`config.mk`:
```
export PLATFORM = sky130hd
export DESIGN_NAME = display_owner_arbiter
export DESIGN_NICKNAME = d
export VERILOG_FILES = /design/src/rtl/display_pkg.sv /design/src/rtl/display_owner_arbiter_tick_prescaler.sv /design/src/rtl/display_owner_arbiter.sv
export SDC_FILE = /design/constraint.sdc
export NUM_CORES = 1
export LEC_CHECK = 0
export BUFFER_PORTS_ARGS = -buffer_cell sky130_fd_sc_hd__buf_4
export CAP_MARGIN = 0
export CORE_UTILIZATION = 35
export DETAILED_ROUTE_END_ITERATION = 10
export PLACE_DENSITY = 0.59
export REMOVE_ABC_BUFFERS = 1
export SETUP_SLACK_MARGIN = 0.02
export SLEW_MARGIN = 20
export SYNTH_ARGS = -nofsm -noshare
export SYNTH_HDL_FRONTEND = slang
export SYNTH_HIERARCHICAL = 1
export SYNTH_SLANG_ARGS = --single-unit
```
`constraint.sdc`:
```
create_clock -name clock -period 3.09 [get_ports clock]
set_clock_uncertainty 0.15 [all_clocks]
set_input_delay 0.618 -clock clock [delete_from_list [all_inputs] [get_ports clock]]
set_output_delay 0.618 -clock clock [all_outputs]
set_load 0.05 [all_outputs]
```
`src/rtl/display_pkg.sv`:
```
// Shared constants and state encoding for the seven-segment display owner arbiter.
package display_pkg;

    localparam logic [3:0]  DASH_CODE  = 4'hC;
    localparam logic [15:0] BLANK_WORD = {4{DASH_CODE}};

    typedef enum logic [1:0] {
        IDLE = 2'd0,
        HOLD = 2'd1,
        OWN  = 2'd2
    } state_t;

endpackage

```
`src/rtl/display_owner_arbiter_tick_prescaler.sv`:
```
// Free-running prescaler: one-cycle tick each time the count wraps at TICK_DIV-1.
module tick_prescaler #(
    parameter int TICK_DIV = 100000
) (
    input  logic clock,
    input  logic reset_n,
    output logic tick
);

    localparam int CW = (TICK_DIV > 1) ? $clog2(TICK_DIV) : 1;
    localparam logic [CW-1:0] LAST = CW'(TICK_DIV - 1);

    logic [CW-1:0] r_cnt;
    logic          r_tick;

    // Wrap counter; the tick is registered so it leaves this block glitch-free.
    always_ff @(posedge clock or negedge reset_n) begin
        if (!reset_n) begin
            r_cnt  <= '0;
            r_tick <= 1'b0;
        end else begin
            if (r_cnt == LAST) begin
                r_cnt <= '0;
            end else begin
                r_cnt <= r_cnt + CW'(1);
            end
            r_tick <= (r_cnt == LAST);
        end
    end

    assign tick = r_tick;

endmodule

```
`src/rtl/display_owner_arbiter.sv`:
```
// Fixed-priority owner of the 4-digit display with a minimum on-screen hold time.
module display_owner_arbiter
    import display_pkg::*;
#(
    parameter int         N_REQ      = 3,
    parameter int         TICK_DIV   = 100000,
    parameter int         HOLD_TICKS = 500,
    parameter logic [3:0] DASH       = DASH_CODE
) (
    input  logic                 clock,
    input  logic                 reset_n,
    input  logic [N_REQ-1:0]     req,
    input  logic [16*N_REQ-1:0]  value,
    output logic [N_REQ-1:0]     grant,
    output logic [15:0]          digits,
    output logic                 busy
);

    localparam int IW = (N_REQ > 1) ? $clog2(N_REQ) : 1;
    localparam int HW = (HOLD_TICKS > 0) ? $clog2(HOLD_TICKS + 1) : 1;
    localparam logic [15:0]   BLANK  = {4{DASH}};
    localparam logic [HW-1:0] HOLD_N = HW'(HOLD_TICKS);

    state_t           r_state;
    logic [N_REQ-1:0] r_grant;
    logic [IW-1:0]    r_owner;
    logic [HW-1:0]    r_hold;
    logic [15:0]      r_digits;
    logic             r_busy;

    logic             w_tick;
    logic             w_any;
    logic [IW-1:0]    w_pick;
    logic [15:0]      w_pick_val;
    logic [15:0]      w_own_val;
    logic             w_own_req;

    state_t           w_ow_state;
    logic [N_REQ-1:0] w_ow_grant;
    logic [IW-1:0]    w_ow_owner;
    logic [HW-1:0]    w_ow_hold;
    logic [15:0]      w_ow_digits;

    tick_prescaler #(.TICK_DIV(TICK_DIV)) u_prescaler (
        .clock   (clock),
        .reset_n (reset_n),
        .tick    (w_tick)
    );

    // Lowest set request index wins; index 0 is the highest priority.
    always_comb begin
        w_any  = |req;
        w_pick = '0;
        for (int i = N_REQ - 1; i >= 0; i--) begin
            if (req[i]) begin
                w_pick = IW'(i);
            end else begin
                w_pick = w_pick;
            end
        end
        w_pick_val = value[16*w_pick +: 16];
        w_own_val  = value[16*r_owner +: 16];
        w_own_req  = req[r_owner];
    end

    // Ownership decision once the hold has expired. Because the owner's own
    // request would make it the lowest index unless a higher-priority source
    // is up, "pick differs from owner" covers both preemption and handoff.
    always_comb begin
        w_ow_state  = OWN;
        w_ow_grant  = r_grant;
        w_ow_owner  = r_owner;
        w_ow_hold   = r_hold;
        w_ow_digits = w_own_val;
        if (!w_any) begin
            w_ow_state  = IDLE;
            w_ow_grant  = '0;
            w_ow_owner  = '0;
            w_ow_digits = BLANK;
        end else if (w_pick != r_owner) begin
            w_ow_state  = HOLD;
            w_ow_grant  = N_REQ'(1'b1) << w_pick;
            w_ow_owner  = w_pick;
            w_ow_hold   = HOLD_N;
            w_ow_digits = w_pick_val;
        end else begin
            w_ow_state  = OWN;
            w_ow_digits = w_own_val;
        end
    end

    // Owner FSM with registered grant, digits and busy.
    always_ff @(posedge clock or negedge reset_n) begin
        if (!reset_n) begin
            r_state  <= IDLE;
            r_grant  <= '0;
            r_owner  <= '0;
            r_hold   <= '0;
            r_digits <= BLANK;
            r_busy   <= 1'b0;
        end else begin
            case (r_state)
                IDLE: begin
                    if (w_any) begin
                        r_state  <= HOLD;
                        r_grant  <= N_REQ'(1'b1) << w_pick;
                        r_owner  <= w_pick;
                        r_hold   <= HOLD_N;
                        r_digits <= w_pick_val;
                        r_busy   <= 1'b1;
                    end else begin
                        r_grant  <= '0;
                        r_digits <= BLANK;
                        r_busy   <= 1'b0;
                    end
                end
                HOLD: begin
                    if (r_hold == '0) begin
                        if (w_own_req) begin
                            r_state  <= OWN;
                            r_digits <= w_own_val;
                        end else begin
                            r_state  <= w_ow_state;
                            r_grant  <= w_ow_grant;
                            r_owner  <= w_ow_owner;
                            r_hold   <= w_ow_hold;
                            r_digits <= w_ow_digits;
                            r_busy   <= w_any;
                        end
                    end else begin
                        // A dropped owner keeps its last sampled digits until expiry.
                        if (w_own_req) begin
                            r_digits <= w_own_val;
                        end else begin
                            r_digits <= r_digits;
                        end
                        if (w_tick) begin
                            r_hold <= r_hold - HW'(1);
                        end else begin
                            r_hold <= r_hold;
                        end
                    end
                end
                OWN: begin
                    r_state  <= w_ow_state;
                    r_grant  <= w_ow_grant;
                    r_owner  <= w_ow_owner;
                    r_hold   <= w_ow_hold;
                    r_digits <= w_ow_digits;
                    r_busy   <= w_any;
                end
                default: begin
                    r_state  <= IDLE;
                    r_grant  <= '0;
                    r_owner  <= '0;
                    r_hold   <= '0;
                    r_digits <= BLANK;
                    r_busy   <= 1'b0;
                end
            endcase
        end
    end

    assign grant  = r_grant;
    assign digits = r_digits;
    assign busy   = r_busy;

endmodule

```
==> results.json <==
{
  "cts_resized": 0,
  "finalHoldWorstSlack_ns": 0.189,
  "routed_wirelength_um": 9940,
  "grt_max_degree": 52,
  "maxSlewViolCount": 0,
  "yosysTopAreaCell": "dfrtp_1",
  "cp.required_ns": 3.14,
  "cts_tree": "built",
  "synth.avg_cell_area_sq_um": 8.71,
  "setup_violations": 0,
  "synth_edf_count": 0,
  "tightest_slew_ns": 0.985,
  "post-cts-setup-buffer-count": 0,
  "synth_area_sq_um": 3560,
  "grt_pass1_wl_um": 16100,
  "finalCritPeriodShare": 0.825,
  "nFillCells": 1002,
  "cts_num_sinks": 51,
  "wire_per_inst_um": 16.3,
  "crit_end": "r_hold[3]",
  "cp_max_fo": 16,
  "rr_startpoint": "r_owner[1]",
  "vias_per_cell": 5.74,
  "rsz0062_at_grt": "no",
  "drive_above_1_share": 0.249,
  "row_count": 36,
  "yosysWarningCount": 6,
  "max_freq_mhz": 392,
  "status": "completed",
  "post-synth-top-area-fraction": 0.302,
  "die_w_um": 103,
  "grtUsageTotal": 0.192,
  "ctsHoldBuffers": 0,
  "syn_inst": 409,
  "worstRegToRegCells": 5,
  "yosys_register_bits": 51,
  "drc_errors": 0,
  "async_reset_ff_frac": 1.00,
  "leakagePower_uw": 0.00184,
  "power-per-cell-area_nw_per_um2": 914,
  "path_class": "flop to flop",
  "reg2reg_to": "r_hold[3]",
  "num_io_pins": 73,
  "grt.overflow.total": 0,
  "r2r_setup_slack_ns": 0.54,
  "final_common_cell": "buf_4",
  "synth_area_leaders": "dfrtp_1, dfstp_2, mux2i_1",
  "place_congestion": 0.843,
  "firstDrtPassIters": 4,
  "insertedDiodeCount": 0,
  "port_buffers": 72,
  "cts_buffers": 5,
  "ir_drop_mv": 0.540,
  "num_vias": 3509,
  "coreArea_sq_um": 9820,
  "synthFlopType": "dfrtp_1",
  "synth-compound-area-share": 0.286,
  "clk_latency_ns": 0.31,
  "ys_seq_area_frac": 0.361,
  "maxCapViolations": 0,
  "final_cell_mix": "buf_4, nand2_1, dfrtp_1",
  "fin_ws_ns": 0.541,
  "synth_top_family_by_area": "compound AO/OA/AOI/OAI gates",
  "final_nets": 537,
  "antenna_found_initial": 0,
  "setup_tns_ns": 0,
  "synth_xor_area_frac": 0.0418,
  "die-area_sq_um": 10600,
  "min_period_ns": 2.55,
  "first_iter_violations": 189,
  "area_delta_synth_final_pct": 22.8,
  "die_h_um": 103,
  "detail-route-antenna-nets": 0,
  "maxSlewHeadroom": 0.341,
  "path_clk_slew_ns": 0.10,
  "synth_mux_area_frac": 0.0692,
  "synthAdderAreaFrac": 0.0246,
  "hold_viol_final": 0,
  "min-delay-path-class": "input pin to asynchronous set/reset pin",
  "grt_pass1_vias": 3268,
  "root_buffer": "clkbuf_8",
  "clock_path_buffers": 2,
  "post-place-ws_ns": 0.554,
  "htree_levels": 2,
  "cp.arrival_ns": 2.60,
  "hpwl_um": 7090,
  "cp-startpoint": "r_owner[1]",
  "synth-simple-area-share": 0.181,
  "synth_cell_types": 63,
  "cp-start-kind": "flop",
  "crit_path_end_kind": "flop",
  "initial_core_util": 0.363
}
==> cells by family after synthesis <==
family,Yosys count
adder cells (fa/ha/maj),7
XOR/XNOR,17
buffers and inverters,33
AND/OR/NAND/NOR,127
AO/OA/AOI/OAI,150
multiplexers,24
flip-flops,51
==> sequential cells by signal, indices dropped and copies added, names as in the netlist <==
register	count
busy	1
digits	16
grant	3
r_hold	9
r_owner	2
r_state	2
u_prescaler/r_cnt	17
u_prescaler/tick	1
==> synth_stat cells (5+ instances only) <==
| cell type | count |
|---|---|
| o22ai_1 | 26 |
| mux2i_1 | 19 |
| nor3_1 | 9 |
| inv_1 | 10 |
| clkbuf_1 | 17 |
| nand2_1 | 44 |
| nand3_1 | 9 |
| nor2_1 | 30 |
| xnor2_1 | 11 |
| a221oi_1 | 7 |
| xor2_1 | 6 |
| mux2_2 | 5 |
| dfrtp_1 | 43 |
| a21oi_1 | 34 |
| nor2b_1 | 8 |
| a22oi_1 | 7 |
| o21ai_0 | 33 |
| ha_1 | 7 |
| a22o_1 | 11 |
| dfstp_2 | 8 |
==> worst max-delay path, stage by stage, from the launching register on <==
cell       delay (ns)
dfrtp_1          0.74
and4bb_2         0.33
a2111oi_2        0.56
a211oi_1         0.16
o211a_1          0.25
a221o_1          0.25
==> area by class of cell <==
class / count / area [sq um] / share of cell area
Multi-Input combinational cell: 325 / 2150 / 0.490
Sequential cell: 51 / 1290 / 0.294
Timing Repair Buffer: 83 / 623 / 0.142
Tap cell: 133 / 166 / 0.0380
Clock buffer: 5 / 68.8 / 0.0157
Clock inverter: 3 / 43.8 / 0.0100
Inverter: 11 / 41.3 / 0.00944
==> how the worst min path moves through the flow <==
stage	startpoint	endpoint	slack, ns	cells after the start
floorplan	reset_n	busy	0.17	0
global placement	u_prescaler/r_cnt[0]	u_prescaler/r_cnt[0]	0.33	1
detailed placement	u_prescaler/r_cnt[0]	u_prescaler/r_cnt[0]	0.34	1
CTS	reset_n	grant[1]	0.21	1
global route	reset_n	r_state[1]	0.25	1
finish	reset_n	digits[13]	0.19	1
==> metal layers <==
metal  track usage  vias to the layer above  wire length [um]
met2         0.312                      118              4660
met5             0                        -                 0
li1              -                     1669                 -
met4        0.0596                        0               139
met1         0.267                     1711              4600
met3        0.0237                       11               540
==> through the flow <==
step	util	cell area, sq um	total power, uW	instances
global route	0.446	4380	4240	611
global placement	0.434	4260	3480	603
finish	0.446	4380	4000	611
floorplan	-	3470	2780	387
detailed placement	0.434	4260	3510	603
CTS	0.446	4380	4020	611
==> where the power goes <==
part | switching [uW] | total, uW | internal [uW] | leakage [uW]
logic | 1520 | 2420 | 901 | 0.00115
registers | 191 | 1100 | 909 | 0.000634
clock network | 242 | 484 | 242 | 0.0000581
total | 1950 | 4000 | 2050 | 0.00184
(Power assumes the default switching activity.)
